**src/rtl/rle_encoder.sv**
```systemverilog
// rle_encoder: run-length compressor between sampler and sample FIFO, emits sample words and repeat-count words
module rle_encoder #(
  parameter int SAMPLE_WIDTH = 8
) (
  input  logic                    clock,
  input  logic                    reset,
  input  logic                    rle_en,
  input  logic [SAMPLE_WIDTH-1:0] data_in,
  input  logic                    valid_in,
  input  logic                    flush,
  output logic [SAMPLE_WIDTH:0]   data_out,
  output logic                    valid_out,
  output logic                    flush_done,
  output logic                    busy
);
  localparam int W = SAMPLE_WIDTH;
  localparam logic [W-1:0] MAX = '1;
  localparam logic [W-1:0] SAT = {{(W-1){1'b1}}, 1'b0};
  typedef enum logic [1:0] {IDLE, RUN, FLUSH} state_t;
  state_t         r_state;
  logic [W-1:0]   r_last;
  logic [W-1:0]   r_count;
  logic [W-1:0]   r_pend;
  logic           r_pend_v;
  logic [W:0]     r_data_out;
  logic           r_valid_out;
  logic           r_flush_done;
  logic           r_busy;
  logic           w_drain;
  assign data_out   = r_data_out;
  assign valid_out  = r_valid_out;
  assign flush_done = r_flush_done;
  assign busy       = r_busy;
  // the flush cycle itself already starts draining, so an empty encoder finishes one cycle after flush
  assign w_drain = (r_state == FLUSH) || (r_state == RUN && flush);
  // encoder FSM: one output word per cycle; pend absorbs the sample displaced by a count word
  always_ff @(posedge clock) begin
    if (reset) begin
      r_state      <= IDLE;
      r_last       <= '0;
      r_count      <= '0;
      r_pend       <= '0;
      r_pend_v     <= 1'b0;
      r_data_out   <= '0;
      r_valid_out  <= 1'b0;
      r_flush_done <= 1'b0;
      r_busy       <= 1'b0;
    end else begin
      r_valid_out  <= 1'b0;
      r_flush_done <= 1'b0;
      if (w_drain) begin
        if (r_pend_v) begin
          r_data_out  <= {1'b0, r_pend};
          r_valid_out <= 1'b1;
          r_pend_v    <= 1'b0;
          r_state     <= FLUSH;
          r_busy      <= 1'b1;
        end else if (r_count != '0) begin
          r_data_out  <= {1'b1, r_count};
          r_valid_out <= 1'b1;
          r_count     <= '0;
          r_state     <= FLUSH;
          r_busy      <= 1'b1;
        end else begin
          r_flush_done <= 1'b1;
          r_state      <= IDLE;
          r_busy       <= 1'b0;
        end
      end else if (r_state == IDLE) begin
        if (flush) begin
          r_flush_done <= 1'b1;
        end else if (valid_in) begin
          r_data_out  <= {1'b0, data_in};
          r_valid_out <= 1'b1;
          if (rle_en) begin
            r_last  <= data_in;
            r_count <= '0;
            r_state <= RUN;
            r_busy  <= 1'b1;
          end
        end
      end else if (valid_in && data_in == r_last) begin
        if (r_count == SAT) begin
          r_data_out  <= {1'b1, MAX};
          r_valid_out <= 1'b1;
          r_count     <= '0;
        end else begin
          r_count <= r_count + 1'b1;
          if (r_pend_v) begin
            r_data_out  <= {1'b0, r_pend};
            r_valid_out <= 1'b1;
            r_pend_v    <= 1'b0;
          end
        end
      end else if (valid_in) begin
        r_last      <= data_in;
        r_valid_out <= 1'b1;
        if (r_count != '0) begin
          r_data_out <= {1'b1, r_count};
          r_pend     <= data_in;
          r_pend_v   <= 1'b1;
          r_count    <= '0;
        end else if (r_pend_v) begin
          r_data_out <= {1'b0, r_pend};
          r_pend     <= data_in;
        end else begin
          r_data_out <= {1'b0, data_in};
        end
      end else if (r_pend_v) begin
        r_data_out  <= {1'b0, r_pend};
        r_valid_out <= 1'b1;
        r_pend_v    <= 1'b0;
      end
    end
  end
endmodule

```
**config.mk**
```make
export PLATFORM = sky130hd
export DESIGN_NAME = rle_encoder
export DESIGN_NICKNAME = d
export VERILOG_FILES = /design/src/rtl/rle_encoder.sv
export SDC_FILE = /design/constraint.sdc
export NUM_CORES = 1
export LEC_CHECK = 0
export ABC_CLOCK_PERIOD_IN_PS = 3400
export CORE_UTILIZATION = 45
export DETAILED_ROUTE_END_ITERATION = 10
export PLACE_DENSITY = 0.71
export SLEW_MARGIN = 0
export SYNTH_ARGS = -nofsm -noshare
export SYNTH_HDL_FRONTEND = slang
export SYNTH_SLANG_ARGS = --single-unit
```
**constraint.sdc**
```tcl
create_clock -name clock -period 3.4 [get_ports clock]
set_input_delay 0.85 -clock clock [delete_from_list [all_inputs] [get_ports clock]]
set_output_delay 0.85 -clock clock [all_outputs]
set_load 0.02 [all_outputs]
```
After elaboration in Yosys (flattened, before gate mapping)
Cells that the tools add are included.
{ "totals": {"reg_bits": 39, "input_bits": 13, "out_inout_bits": 12, "elab_cells": 106} }
{ "op_classes": {"addsub": 1, "n_eq_ne": 15, "mux": 61, "bitwise_logic": 3, "n_reduce_logical": 17} }
{ "op_table": {"columns": ["cell", "count"], "rows": [
  ["$mux W8", 19],
  ["$mux W9", 11],
  ["$mux W1", 24],
  ["$reduce_and A5 Y1", 3],
  ["$mux W2", 7],
  ["$ne A2 B2 Y1 const B", 5],
  ["$ne A3 B3 Y1 const B", 3],
  ["$add A8 B1 Y8 const B", 1],
  ["$eq A8 B8 Y1", 1],
  ["$eq A8 B8 Y1 const B", 1],
  ["$reduce_bool A2 Y1", 4],
  ["$reduce_bool A8 Y1", 1],
  ["$reduce_and A3 Y1", 2],
  ["$reduce_and A4 Y1", 1],
  ["$ne A3 B1 Y1 const B", 1],
  ["$ne A3 B2 Y1 const B", 1],
  ["$not A1 Y1", 3],
  ["$reduce_bool A3 Y1", 1],
  ["$eq A2 B1 Y1 const B", 1],
  ["$eq A2 B2 Y1 const B", 1],
  ["$logic_and A1 B1 Y1", 2],
  ["$logic_not A2 Y1", 1],
  ["$ne A2 B1 Y1 const B", 1],
  ["$reduce_or A2 Y1", 1],
  ["$logic_or A1 B1 Y1", 1]
]} }

Longest topological paths before layout
{ "logic_depth": {"depth_word": 6, "depth_mapped": 9, "mapped_depth_nobuf": 7} }

Worst setup path after synthesis
Ideal clock, no wire load.
{ "synth_timing": {"kind": "input -> register", "start": "input port data_in[0]", "end": "register r_data_out[7], in the netlist data_out[7]", "setup_ns": 0.088, "t_arrival_ns": 2.288, "t_required_ns": 3.312, "setup_slack_ns": 1.024, "path_stages": 5, "n_path_buf": 0, "path_cell_list": "xnor2_1 > nand4_1 > o21ai_1 > mux2_2 > a311oi_2"} }
{ "synth_via": {"elab_chain_cells": 5} }
{ "synth_lines": {"columns": ["item", "line", "rtl"], "rows": [
  ["start: declaration", "8", "input logic [SAMPLE_WIDTH-1:0] data_in,"],
  ["$eq A8 B8 Y1", "82", "end else if (valid_in && data_in == r_last) begin"],
  ["$logic_and A1 B1 Y1", "82", null],
  ["$mux W9", "82", null],
  ["$mux W9", "69", "end else if (r_state == IDLE) begin"],
  ["$mux W9", "51", "if (w_drain) begin"],
  ["end signal: assignment", "53", "r_data_out <= {1'b0, r_pend};"],
  ["end signal: assignment", "73", "r_data_out <= {1'b0, data_in};"],
  ["end signal: assignment", "84", "r_data_out <= {1'b1, MAX};"],
  ["end: declaration", "25", "logic [W:0] r_data_out;"]
]} }
No other way between the ends.
A chain may end at the register's enable or synchronous reset.

Final worst setup path
{ "layout_timing": {"start": "input port data_in[3]", "end": "register r_pend[6]"} }
{ "layout_via": {"elab_chain_cells": 4} }
{ "layout_lines": {"columns": ["item", "line", "rtl"], "rows": [
  ["$eq A8 B8 Y1", "82", null],
  ["$logic_and A1 B1 Y1", "82", null],
  ["$not A1 Y1 (no source line)", null, null],
  ["$reduce_and A5 Y1 (no source line)", null, null],
  ["end signal: assignment", "100", "r_pend <= data_in;"],
  ["end signal: assignment", "105", "r_pend <= data_in;"],
  ["end: declaration", "23", "logic [W-1:0] r_pend;"]
]} }
No other way between the ends.

==> flow_summary.ini <==
[placed_design]
place_ws_ns = 0.3236
io_buffers = 24
dpl.hpwl_mm = 4.884
placed_area_um2 = 2908
gp_congestion = 0.9555

[yosys]
syn_area_um2 = 2581
synth_edf_count = 0
yosysMostFrequentCell = dfxtp_1
netlist_instances = 284
synth_area_leaders = dfxtp_1 30%, mux2i_1 14%, mux2_2 9.2%
syn_nets = 300
yosysWarnings = 0
synth.distinct_cells = 54
async_flop_share_pct = 0
synth_common_cells = 39 x dfxtp_1, 35 x mux2i_1, 32 x nor2_1
synth_top_cell_area_share_pct = 30.25
synth_seq_cells = 39
synthFlopType = dfxtp_1
syn_area_per_cell_um2 = 9.089
yosys.area.top_type = dfxtp_1
ys_seq_area_share_pct = 30.25

[setup_path]
crit_slowest_cell = clkdlybuf4s50_1
critPathMaxFanout = 6
critPathLaunch = data_in[3]
critPathCapture = r_pend[6]$_SDFFE_PP0P_
crit_chain = clkdlybuf4s50_1, xnor2_1, and4_1, a2111oi_4, buf_4, mux2i_1, nor2_1
cp.arrival_ns = 2.96
r2r-start = r_count[0]$_SDFFE_PP0P_
worstSetupStartpointType = input pin
timing.rr.end = data_out[0]$_SDFFE_PP0P_
max_stage_delay_ns = 0.61
rrSetupSlack_ns = 0.73
crit_required_ns = 3.57
end_kind = register
r2r_cells = 8
worstSetupPathType = in -> reg

[sta]
slew_headroom_pct = 46.53
slew_violations = 0
min_period_ns = 2.787
period_share_pct = 81.97
hold_viol_final = 0
tns_ns = 0
worst_slack_ns = 0.6130
worstMarginPinSlew_ns = 0.7959
skew_ns = 0.009716
setup_violations = 0
fmax_ghz = 0.3588
rsz0062_at_grt = false

[cells_and_area]
diodes = 0
nets = 324
syn2layout_area_growth_pct = 16.53
fin_area_um2 = 3008
fin_util_pct = 54.62
drive_gt1_share_pct = 16.83

[drt]
routed_wl_mm = 6.781
drt_pre_antenna_iters = 4
drtAntennaViolNets = 0
drt-initial-drc-count = 172
avgRoutedWirePerCell_um = 17.80
vias = 2325
drc = 0
via_per_inst = 6.102

[worst_hold_path]
hold-path-cell-count = 2
min_path_type = reg -> reg
hold_start = r_last[4]$_SDFFE_PP0P_

[floorplan]
rows = 27
die_w_um = 77.74
die_h_um = 77.74
die-area_um2 = 6043
core_area_um2 = 5507
io_pins = 25
initial_core_util_pct = 46.88

[run]
cap_violations = 0

[clocking]
numCtsBuffers = 5
cts_tree = done
cts-resized-gates = 0
cts_setup_buffers = 0
cts.sinks = 39
clk_pin_slew_ns = 0.08
h-tree-depth = 2
clk_latency_ns = 0.30
cts_root_buf = clkbuf_8
ctsLongestPathBuffers = 2
hold_buffers = 0

[pwr]
ir_worst_vdd_uv = 253.5
p_leak_uw = 0.001050
power_density_nw_per_um2 = 335.5
power_uw = 1009

[global_route]
grt-ovfl-total = 0
grt_pass1_vias = 2271
grt_pass1_wl_mm = 11.36
antenna_found_initial = 0
grt_max_degree = 29
grtUsageTotal_pct = 24.10

[outcome]
outcome = finished, final reports clean
per-layer routing:
| metal | global-route usage (%) | share of wire [%] |
|---|---|---|
| met5 | 0 | 0 |
| met4 | 8.679 | 1.9 |
| met3 | 4.353 | 6.2 |
| met2 | 38.85 | 46 |
| met1 | 31.95 | 45 |
metrics by stage:
| stage | std cells | hold slack [ns] |
|---|---|---|
| floorplan | 284 | 0.4817 |
| global placement | 373 | 0.4965 |
| detailed placement | 373 | 0.5083 |
| CTS | 381 | 0.5268 |
| global route | 381 | 0.5511 |
| finish | 381 | 0.5217 |
worst min path at each step:
stage / to / slack (ns)
after floorplan: r_last[0]$_SDFFE_PP0P_ / 0.48
after global placement: r_last[0]$_SDFFE_PP0P_ / 0.50
after detailed placement: data_out[8]$_SDFFE_PP0P_ / 0.51
after CTS: r_last[4]$_SDFFE_PP0P_ / 0.53
after global routing: r_last[0]$_SDFFE_PP0P_ / 0.55
final: r_last[4]$_SDFFE_PP0P_ / 0.52
logic make-up (layout without fill, tap and decap cells):
kind of cell	Yosys count	in the layout	synth area share, %
AND/OR/NAND/NOR	86	86	16.92
AO/OA/AOI/OAI	59	59	18.18
multiplexers	59	59	24.48
flip-flops	39	39	30.25
buffers and inverters	26	51	4.653
XOR/XNOR	12	12	4.072
adder cells (fa/ha/maj)	3	3	1.454
cell usage in the layout (no fill, tap or decap), types with 3 or more instances in the layout:
master and count:
nor2b_1 4, clkdlybuf4s50_1 24, mux2_4 3, nor2_1 32
inv_1 7, nand3b_1 3, o311a_1 3, a311oi_1 7
and4_1 3, clkbuf_8 7, dfxtp_1 39, nand4_1 3
mux2_2 21, nand2b_1 6, a21oi_1 16, ha_1 3
o2111ai_1 5, buf_4 12, mux2i_1 35, o21ai_0 8
nand2_1 13, xnor2_1 8, xor2_1 4, nand3_1 8
nor3_1 5, o211ai_1 3
critical path, delay by kind of cell:
family                    cells  cell delay, ns
buffers and inverters         2            0.87
and+or+nand+nor               2            0.36
AOI/OAI and AO/OA             1            0.52
xor gates and xnor gates      1            0.16
muxes                         1            0.19
state kept, by name (all words and copies together), names as in the netlist:
register	flops
r_count	8
r_state	2
r_pend_v	1
busy	1
valid_out	1
r_pend	8
flush_done	1
data_out	9
r_last	8
where the power goes:
group	switching [uW]	total, uW	internal [uW]
Clock	171	356	186
Sequential	11.5	482	470
Combinational	86.8	171	84.7
final cells by class:
cell class	instances	area, um^2
clock buffers	8	100.1
fillers	504	2499
inverters	7	26.28
multi-input cells	219	1680
flip-flops and latches	39	780.7
well taps	72	90.09
repair buffers	36	330.3
(Power assumes the default switching activity.)
